[src/rtl/compress_handler.sv]
`default_nettype none
// ============================================================================
// Module  : compress_handler
// Brief   : Reads bytes from RAM (MSB first) and emits {value, run} RLE codes.
// Rev     : 1.0 - initial release
// ============================================================================
module compress_handler #(
    parameter int ADDR_W = 16,
    parameter int RUN_W  = 7
) (
    input  logic              clk,
    input  logic              RST,
    input  logic              start,
    input  logic [ADDR_W-1:0] baseAddress,
    input  logic [ADDR_W-1:0] numBytes,
    output logic [ADDR_W-1:0] ramAddress,
    output logic              ramReadSignal,
    input  logic [7:0]        ramDataIn,
    output logic [RUN_W:0]    codeOut,
    output logic              codeValid,
    input  logic              codeReady,
    output logic              busy,
    output logic              done
);

    localparam logic [RUN_W-1:0]  c_MAX_RUN = '1;
    localparam logic [ADDR_W-1:0] c_ONE     = ADDR_W'(1);

    typedef enum logic [2:0] {
        S_IDLE      = 3'd0,
        S_READ_REQ  = 3'd1,
        S_READ_WAIT = 3'd2,
        S_SCAN      = 3'd3,
        S_EMIT      = 3'd4,
        S_FINISH    = 3'd5,
        S_DONE      = 3'd6
    } state_t;

    state_t            r_state, w_next;
    logic [ADDR_W-1:0] r_addr;
    logic [ADDR_W-1:0] r_remaining;
    logic [7:0]        r_shift;
    logic [2:0]        r_bitptr;
    logic              r_value;
    logic [RUN_W-1:0]  r_run;
    logic [RUN_W:0]    r_code;
    logic              r_flush;

    logic   w_bit;
    logic   w_break;
    state_t w_adv_state;

    assign w_bit   = r_shift[r_bitptr];
    // Current run cannot absorb this bit: value change or run saturated
    assign w_break = (r_run != '0) && ((w_bit != r_value) || (r_run == c_MAX_RUN));

    always_comb begin
        w_adv_state = S_SCAN;
        if (r_bitptr == 3'd0) begin
            w_adv_state = (r_remaining == c_ONE) ? S_FINISH : S_READ_REQ;
        end
    end

    always_ff @(posedge clk or negedge RST) begin
        if (!RST) begin
            r_state <= S_IDLE;
        end else begin
            r_state <= w_next;
        end
    end

    always_comb begin
        w_next        = r_state;
        ramReadSignal = 1'b0;
        codeValid     = 1'b0;
        done          = 1'b0;
        busy          = 1'b1;
        case (r_state)
            S_IDLE: begin
                busy = 1'b0;
                if (start) begin
                    w_next = (numBytes == '0) ? S_FINISH : S_READ_REQ;
                end
            end
            S_READ_REQ: begin
                ramReadSignal = 1'b1;
                w_next        = S_READ_WAIT;
            end
            S_READ_WAIT: w_next = S_SCAN;
            S_SCAN:      w_next = w_break ? S_EMIT : w_adv_state;
            S_EMIT: begin
                codeValid = 1'b1;
                if (codeReady) begin
                    w_next = r_flush ? S_DONE : w_adv_state;
                end
            end
            S_FINISH:    w_next = (r_run != '0) ? S_EMIT : S_DONE;
            S_DONE: begin
                done   = 1'b1;
                busy   = 1'b0;
                w_next = S_IDLE;
            end
            default:     w_next = S_IDLE;
        endcase
    end

    assign ramAddress = (r_state == S_READ_REQ) ? r_addr : '0;
    assign codeOut    = r_code;

    always_ff @(posedge clk or negedge RST) begin
        if (!RST) begin
            r_addr      <= '0;
            r_remaining <= '0;
            r_shift     <= '0;
            r_bitptr    <= '0;
            r_value     <= 1'b0;
            r_run       <= '0;
            r_code      <= '0;
            r_flush     <= 1'b0;
        end else begin
            case (r_state)
                S_IDLE: begin
                    if (start) begin
                        r_addr      <= baseAddress;
                        r_remaining <= numBytes;
                        r_run       <= '0;
                        r_flush     <= 1'b0;
                    end
                end
                S_READ_WAIT: begin
                    r_shift  <= ramDataIn;
                    r_bitptr <= 3'd7;
                end
                S_SCAN, S_EMIT: begin
                    if (r_state == S_SCAN && w_break) begin
                        r_code <= {r_value, r_run};
                    end else if (r_state == S_EMIT && codeReady && r_flush) begin
                        r_run   <= '0;
                        r_flush <= 1'b0;
                    end else if (r_state == S_SCAN || codeReady) begin
                        // Consume the current bit: start a new run or extend the open one
                        if (r_state == S_EMIT || r_run == '0) begin
                            r_value <= w_bit;
                            r_run   <= RUN_W'(1);
                        end else begin
                            r_run   <= r_run + RUN_W'(1);
                        end
                        if (r_bitptr == 3'd0) begin
                            r_addr      <= r_addr + c_ONE;
                            r_remaining <= r_remaining - c_ONE;
                        end else begin
                            r_bitptr <= r_bitptr - 3'd1;
                        end
                    end
                end
                S_FINISH: begin
                    if (r_run != '0) begin
                        r_code  <= {r_value, r_run};
                        r_flush <= 1'b1;
                    end
                end
                default: ;
            endcase
        end
    end

endmodule
`default_nettype wire
[config.mk]
export PLATFORM = sky130hd
export DESIGN_NAME = compress_handler
export DESIGN_NICKNAME = d
export VERILOG_FILES = /design/src/rtl/compress_handler.sv
export SDC_FILE = /design/constraint.sdc
export NUM_CORES = 1
export LEC_CHECK = 0
export ABC_AREA = 1
export BUFFER_PORTS_ARGS = -buffer_cell sky130_fd_sc_hd__buf_2
export CORE_MARGIN = 10
export CORE_UTILIZATION = 45
export DETAILED_ROUTE_END_ITERATION = 16
export PLACE_DENSITY = 0.66
export SYNTH_ARGS = -nofsm -noshare
export SYNTH_HDL_FRONTEND = slang
export SYNTH_SLANG_ARGS = --single-unit
export TNS_END_PERCENT = 100
[constraint.sdc]
create_clock -name clk -period 2.1 [get_ports clk]
set_input_delay 0.105 -clock clk [delete_from_list [all_inputs] [get_ports clk]]
set_output_delay 0.105 -clock clk [all_outputs]
set_load 0.02 [all_outputs]
### Word-level counts from Yosys, hierarchy flattened

Cells that the tools add are included.

* input bits: 44
* output and inout port bits: 28
* logic and storage cells: 108
* flip-flop bits (word level): 63

* eq/ne operators: 20
* reduce and logical (&&, ||, !) cells: 25
* muxes and demuxes: 47
* bitwise operators: 2
* magnitude comparators: 1
* add/sub/neg operators: 4

Operators with widths (number)
* $mux W16: 11
* $pmux W16 S2: 2
* $mux W7: 5
* $mux W3: 11
* $ne A2 B2 Y1 const B: 10
* $pmux W3 S6: 1
* $add A16 B1 Y16 const B: 1
* $eq A16 B1 Y1 const B: 1
* $logic_not A16 Y1: 1
* $mux W8: 2
* $pmux W8 S2: 1
* $sub A16 B1 Y16 const B: 1
* $reduce_and A5 Y1: 3
* $pmux W7 S2: 1
* $eq A3 B3 Y1 const B: 3
* $mux W1: 9
* $add A7 B1 Y7 const B: 1
* $eq A7 B7 Y1 const B: 1
* $logic_not A7 Y1: 1
* $reduce_bool A7 Y1: 1
* $eq A3 B2 Y1 const B: 2
* $logic_not A3 Y1: 2
* $pmux W3 S2: 1
* $reduce_and A6 Y1: 1
* other kinds (17): 26

### Depth between registers and ports, before layout

Gate-level depths: netlist (run 1).

* depth after elaboration: 8
* gate-level depth with buffers: 13
* mapped depth without buffers: 13

### Least setup slack after synthesis (run 1)

OpenSTA, ideal clock, no wires.

* path type: register to output
* start point: register r_state[0]
* end point: output ramAddress[10]
* path buffers: 1
* stages on the path, launching flop included: 6
* arrival time: 1839 ps
* slack: 156 ps
* required time: 1995 ps
* cells stage by stage: dfrtp_1 inv_1 nor3_1 inv_1 clkbuf_1 nor2_1

* word-level cells in the longest chain between the ends: 2

Ends and longest elaborated chain
* from (decl): line 39 `state_t r_state, w_next;`
* from (signal assigned): line 68 `r_state <= w_next;`
* $eq A3 B1 Y1: line 107 `assign ramAddress = (r_state == S_READ_REQ) ? r_addr : '0;`
* $mux W16: line 107
* to (decl): line 16 `output logic [ADDR_W-1:0] ramAddress,`

Every way passes these cells.

### Worst setup path in the final report (run 1)

* start point: register r_state[1]
* end point: register r_remaining[12]

* word-level cells in the longest chain between the ends: 5
* elaborated cells between the ends (all ways): 16
* those cells by class: eq/ne: 7; mux: 1; reduce/logical: 8

Ends and longest elaborated chain
* $eq A3 B3 Y1: line 121, 137
* $logic_and A1 B1 Y1 (2 in a row): line 137 `end else if (r_state == S_EMIT && codeReady && r_flush) begin`
* $ne A2 B2 Y1 (no line)
* $reduce_and A6 Y1 (no line)
* to (signal assigned): line 125 `r_remaining <= numBytes;`
* to (signal assigned): line 150 `r_remaining <= r_remaining - c_ONE;`
* to (decl): line 41 `logic [ADDR_W-1:0] r_remaining;`

Parallel ways exist; a longest one is shown, timed or not.
A chain may end at the register's enable or synchronous reset.

==> results of run 1 <==
-- registers in the layout (all words and copies together) (netlist names) --
register     cells
r_bitptr         3
r_flush          1
r_state          3
r_addr          16
r_run            7
r_remaining     16
r_value          1
codeOut          8
r_shift          8
-- cell type report --
type / instances / area (sq um)
flip-flops and latches: 63 / 1580
repair buffers: 101 / 632
inverters: 59 / 221
clock buffers: 10 / 128
well taps: 129 / 161
fillers: 915 / 4070
clock inverters: 6 / 70.1
multi-input cells: 478 / 2420
-- layer usage --
layer  routed length [microns]  vias to the layer above  GRT usage [%]
met5                         0                        -              0
met3                       746                       11           3.88
met4                       127                        0           4.40
li1                          -                     2202              -
met2                      5430                      139           26.8
met1                      5650                     1973           22.1
-- metrics by stage --
stage | hold WS (ns) | utilization [%]
detailed placement | 0.0683 | 51.8
CTS | 0.0993 | 54.9
finish | 0.101 | 56.1
global placement | 0.0662 | 51.8
global route | 0.126 | 56.1
floorplan | -0.191 | -
-- synth_stat cells (all sizes together) --
cell type,n,area share (%)
a211oi,1,0.17
a21oi,7,0.99
a31oi,4,0.58
and3,1,0.15
buf,16,2.6
clkbuf,7,0.61
dfrtp,63,37
ha,7,2.0
inv,59,5.2
nand2,213,19
nand3,45,5.8
nand3b,2,0.35
nand4,38,5.5
nor2,76,8.2
nor3,12,1.4
nor4,4,0.58
o2111ai,1,0.20
o211ai,2,0.35
o21ai,35,4.1
o21bai,2,0.35
or2,2,0.35
xnor2,3,0.61
xor2,20,4.1
-- worst min path at each step --
stage,cells after the start,end
floorplan,0,codeOut[0]
global placement,1,r_shift[5]
detailed placement,1,r_shift[5]
CTS,5,r_addr[15]
global route,5,r_addr[15]
finish,5,r_addr[15]
-- worst max-delay path, delay by kind of cell, from the launching register on --
family | cells | cell delay, ns
buffers and inverters | 3 | 0.46
DFF | 1 | 0.45
and+or+nand+nor | 5 | 0.93
-- power by group through the flow --
stage                     registers, W  clock network [W]  logic, W
final                          0.00216            0.00107   0.00445
after global routing           0.00223            0.00115   0.00505
after CTS                      0.00215            0.00109   0.00420
after detailed placement       0.00216                  0   0.00417
after global placement         0.00215                  0   0.00406
after floorplan                0.00208                  0   0.00324
-- repair_timing --
action	in CTS	in global routing
resized for setup	0	10
hold endpoints to repair	23	0
hold buffers	9	0
buffers inserted	0	5
endpoints found under the setup margin	0	33
-- cells by family after synthesis --
family          after synthesis  share of synthesized area [%]
xor+xnor                     23                           4.69
simple gates                393                           41.5
compound gates               52                           6.72
fa+ha+maj                     7                           2.04
flops                        63                           36.7
buf+inv                      82                           8.33
==> results.md, run 1 <==
* Worst min-delay path class: in2reg
* Worst-path cell with the longest stage delay: dfrtp_1
* Mapped Avg Cell Area at a little under 7 sq um
* Synth Net Count at 671
* Height of the die at around 120 microns
* Most frequent cells in the layout: nand2_1, buf_2, nor2_1
* Floorplan die width at between 100 and 150 microns
* Fin area at approximately 5200 sq um
* Hold Path Origin: baseAddress[15]
* Sequential share of the synthesized area at 36.7%
* Status: finished clean
* Reg-to-reg endpoint: r_remaining[12]
* Worst slack, placed at 0.0645 ns
* Cell-internal power at approximately 0.0038 W
* Clock root cell: clkbuf_8
* Post-synth design cell area at between 4000 and 5000 sq um
* Fmax achieved at 510 MHz
* Final Hold Vio Count at 0
* Critical path endpoint: r_remaining[12]
* Worst VDD drop at around 650 uV
* Deepest clock path buffer count at 2
* #FFs+latches synth at 63
* Slew Limit Headroom at 71.0%
* Remaining Overflow, GRT at 0
* Clock share of power at between 10% and 20%
* P_leak at ~2.7 nW
* Kind of critical path: reg2reg
* CP Capture Type: register
* Most common library cell in the layout ignoring fill and taps: nand2_1
* Final setup fails at 0
* Htree depth at 3
* Die ar. at 13900 sq um
* Largest net degree at the start of global routing at 33
* Worst-Margin Slew at between 0.4 and 0.5 ns
* Ys Warns at 0
* Total track usage at around 17%
* Net switching power at 0.00391 W
* Gpl congestion at about 0.93
* # DRC at 0
* Crit path DAT at around 2.2 ns
* Skew final at approximately 0.013 ns
* TritonCTS clock tree: built
* CP Max Fanout at 32
* Initial Util at between 40 and 50%
* Row cnt at 35
* Comb power frac at 57.9%
* WL/cell at approximately 14 microns
* Detailed placer's ending HPWL at 8330 microns
* Final period util at roughly 93%
* Vias/cell at about 5.1
* Io pins at 72
* Layout area overhead at 21.3%
* DR iter-0 viols at around 330
* Number of global-route vias before repair at ~4300
* Layout cells sized above 1 at between 10% and 20%
* Setup TNS at 0 ns
* Final worst slack at between 0.1 and 0.15 ns
* Reg2reg start: r_state[1]
* Cells after Synth at 620
* PwrDens at between 1000 and 1500 nW/um^2
* Ordered list of cells on the worst path: nor2_1 > inv_2 > nor2_4 > inv_2 > or2_2 > buf_4 > nand4_1 > nand2_1
* Cell repeated most along the worst path: inv_2
* DP Area at 4810 sq um
* Clk slew on worst S/H paths at 0.08 ns
* Type of origin of the critical path: register
* Slew Limit Fails at 0
* Switching share of power at about half
* Detailed-route wire length at 12000 microns
* Critical Path Start: r_state[1]
* First-pass GRT wire length at 20000 microns
* First-pass DRT Iterations at 5
* Core area at 9280 sq um
* Tot Pwr at 0.00768 W
* Final std cells w/o fill at about 850
* Minimum clock period at around 2 ns
* Buffers added on ports at 71
* Antenna diode count at 0
* Num Clock Sinks at between 60 and 70
* Synth cell types at 35
* Reg2reg setup slack at roughly 0.14 ns
* Critical Path Max Stage Delay at 0.45 ns
* Max-cap violations at 0
* Nets at approximately 760
* Worst skew pair latency at approximately 0.35 ns
* Dpl cells at between 800 and 900
* Vias at ~4300
* Sequential share of power at between 20% and 30%
* Post-DRT Antenna Nets at 0
* TritonCTS Buffers at 9
* WP data required at 2.34 ns
* Initial antenna violation count at 0
* Cells on worst reg2reg path at 8
Note: power is estimated with default switching activity, not from simulation.
==> inputs of run 2 (changes only) <==
- ABC_AREA: 1 -> unset
- PLACE_DENSITY: 0.66 -> 0.67
==> run 2 against run 1 <==
  * Largest cell class unchanged
  * Critical path depth unchanged
  * The run now ends with negative setup slack left
  * Routed wire length down 5.1%
  * Synthesized cell count down 30%
  * Fmax down 18%
  * Core utilization up 11 points
  * Combinational power up 13%
  * Sequential share of layout area down 1.6 points
  * Non-clock buffer count up 35
==> results.md, run 2 <==
* Die ar. at ~12000 sq um
* Initial antenna violation count at 0
* Fmax achieved at between 400 and 500 MHz
* Sequential share of power at 27.0%
* Final worst slack at -0.302 ns
* Most frequent cells in the layout: buf_2, dfrtp_1, nand2_1
* Adder-Cell Fraction of Synth Area at around 2.3%
* Gpl congestion at approximately 0.86
* Comb power frac at ~60%
* Area contributors post-synth: dfrtp_1, a21oi_1, mux2_2
* Synth cell types at between 50 and 60
* Crit path DAT at about 2.6 ns
* Kind of critical path: reg2reg
* Antenna diode count at 0
* Mapped Avg Cell Area at around 8.8 sq um
* Primary FF master, synth: dfrtp_1
* Reg2reg setup slack at -0.30 ns
* Worst slack, placed at -0.216 ns
* Top Registers: r_addr: 16 flops, r_remaining: 16 flops
* Post-DRT Antenna Nets at 0
* Synth Area in Simple Gates at a little over a fifth
* Synth Area in Compound Gates at 23.1%
* Height of the die at between 100 and 150 microns
* Largest net degree at the start of global routing at 59
* Switching share of power at 44.1%
* Tot Pwr at ~0.0084 W
* Synth Net Count at 482
* Cells after Synth at approximately 430
* Number of global-route vias before repair at about 3800
* Clock share of power at between 10% and 20%
* Detailed-route wire length at between 10000 and 15000 microns
* Final Hold Vio Count at 0
* Buffers added on ports at just over 70
* Net switching power at about 0.0037 W
* TritonCTS Buffers at 9
* Status: complete, but fails checks
* PwrDens at roughly 1500 nW/um^2
* CP Max Fanout at 5
* Post-synth design cell area at between 3000 and 4000 sq um
* WP data required at ~2.3 ns
* Clock root cell: clkbuf_8
* DP Area at approximately 4700 sq um
* Final setup fails at 53
* Largest area contributor in the netlist: dfrtp_1
* Type of origin of the critical path: register
* Worst hold stages at 3
* # DRC at 0
* Final period util at 114%
* Hold Path Origin: baseAddress[1]
* Initial Util at about 46%
* Total track usage at 17.2%
* Max-cap violations at 0
* RSZ-0062 raised after global routing: yes
* #FFs+latches synth at 63
* Cell-internal power at about 0.0047 W
* Io pins at approximately 70
* Critical Path Start: r_run[2]
* Worst hold endpoint: r_addr[1]
* Layout cells sized above 1 at around two fifths
* Layout area overhead at 45.6%
* Clk slew on worst S/H paths at 0.07 ns
* Reg-to-reg endpoint: r_remaining[11]
* P_leak at between 2 and 2.5 nW
* Violated checks: negative setup slack
* Core area at around 8000 sq um
* Detailed placer's ending HPWL at approximately 7700 microns
* Cells on worst reg2reg path at 8
* Htree depth at 3
* Hold_ws at slightly above 0.01 ns
* Floorplan die width at approximately 110 microns
* Slew Limit Headroom at about 62%
* First-pass DRT Iterations at 5
* Vias/cell at 5.76
* CP Capture Type: register
* Setup TNS at -9.82 ns
* Post-synthesis mux area share at under 10%
* DR iter-0 viols at between 150 and 200
* Deepest clock path buffer count at 2
* Worst VDD drop at a little over 800 uV
* Sequential share of the synthesized area at approximately two fifths
* Worst min-delay path class: in2reg
* Ys Warns at 0
* Reg2reg start: r_run[2]
* Post-Synth XOR/XNOR Area at less than 1%
* Vias at ~3800
* Minimum clock period at ~2.4 ns
* TritonCTS clock tree: built
* Num Clock Sinks at 63
* Slew Limit Fails at 0
* Remaining Overflow, GRT at 0
* Share of synthesized registers carrying an async set or reset at 100%
* Most numerous cell in the Yosys netlist: dfrtp_1
* Worst-Margin Slew at 0.560 ns
* Row cnt at 33
* Most common library cell in the layout ignoring fill and taps: buf_2
* Synth top area share at between 40% and 50%
* Skew final at 0.0103 ns
* Fin area at approximately 5500 sq um
* Largest family of logic cells by synthesized area: compound AO/OA/AOI/OAI gates
* First-pass GRT wire length at about 18000 microns
* Worst skew pair latency at ~0.34 ns
* Top post-synthesis cells by count: dfrtp_1, a21oi_1, nand2_1
* Nets at 606
* WL/cell at 17.1 microns
* Post-synth EDFFs at 0
## run 2: what timing repair did
action                                  in CTS  in global routing
gates cloned                                 1                  5
setup buffers                                3                  2
endpoints found under the setup margin      52                 53
gates resized for setup                     44                 38
hold buffers                                 8                  0
pin swaps                                   11                  8
endpoints found under the hold margin       27                  0
## run 2: how the worst max path moves through the flow
stage / end
2_1_floorplan: r_remaining[15]
3_3_place_gp: r_remaining[15]
3_5_place_dp: r_remaining[15]
4_1_cts: r_remaining[0]
5_1_grt: r_remaining[11]
6_report: r_remaining[11]
## run 2: final cells by class
type / count / area, sq um
multi-input combinational: 330 / 2430
fill: 661 / 2670
tap: 105 / 131
inverter: 15 / 56.3
clock inverter: 2 / 12.5
sequential: 63 / 1580
timing repair buffer: 136 / 1120
clock buffer: 14 / 183
## run 2: logic make-up after synthesis
logic type                 Yosys count
AOI/OAI and AO/OA                  146
xor gates and xnor gates             1
and+or+nand+nor                    154
adders and majority gates            7
DFF                                 63
muxes                               22
buffers and inverters               38
## run 2: per-stage QoR
stage | cells | utilization [%]
after detailed placement | 632 | 57.9
after CTS | 660 | 63.9
after global routing | 665 | 67.3
final | 665 | 67.3
after floorplan | 431 | -
after global placement | 632 | 57.9
## run 2: critical path, cell delays in order (launching register included)
cell,delay [ns]
dfrtp_1,0.40
or4_4,0.55
o21ai_4,0.27
nor3b_4,0.09
nor4_4,0.28
buf_6,0.20
clkbuf_16,0.18
o21ai_1,0.08
a22o_1,0.23
## run 2: per-layer routing
| metal | share of wire (%) | routed length, microns | up-vias | track usage, % |
|---|---|---|---|---|
| li1 | - | - | 1835 | - |
| met1 | 44 | 4990 | 1870 | 21.7 |
| met2 | 49 | 5610 | 109 | 28.2 |
| met3 | 5.0 | 566 | 16 | 4.46 |
| met4 | 1.5 | 174 | 0 | 5.40 |
| met5 | 0 | 0 | - | 0 |
## run 2: power groups by stage
stage	Combinational (W)	Sequential, W	Clock (W)
after floorplan	0.00277	0.00216	0
after global placement	0.00407	0.00220	0
after detailed placement	0.00415	0.00221	0
after CTS	0.00456	0.00221	0.00107
after global routing	0.00550	0.00232	0.00112
final	0.00505	0.00226	0.00105
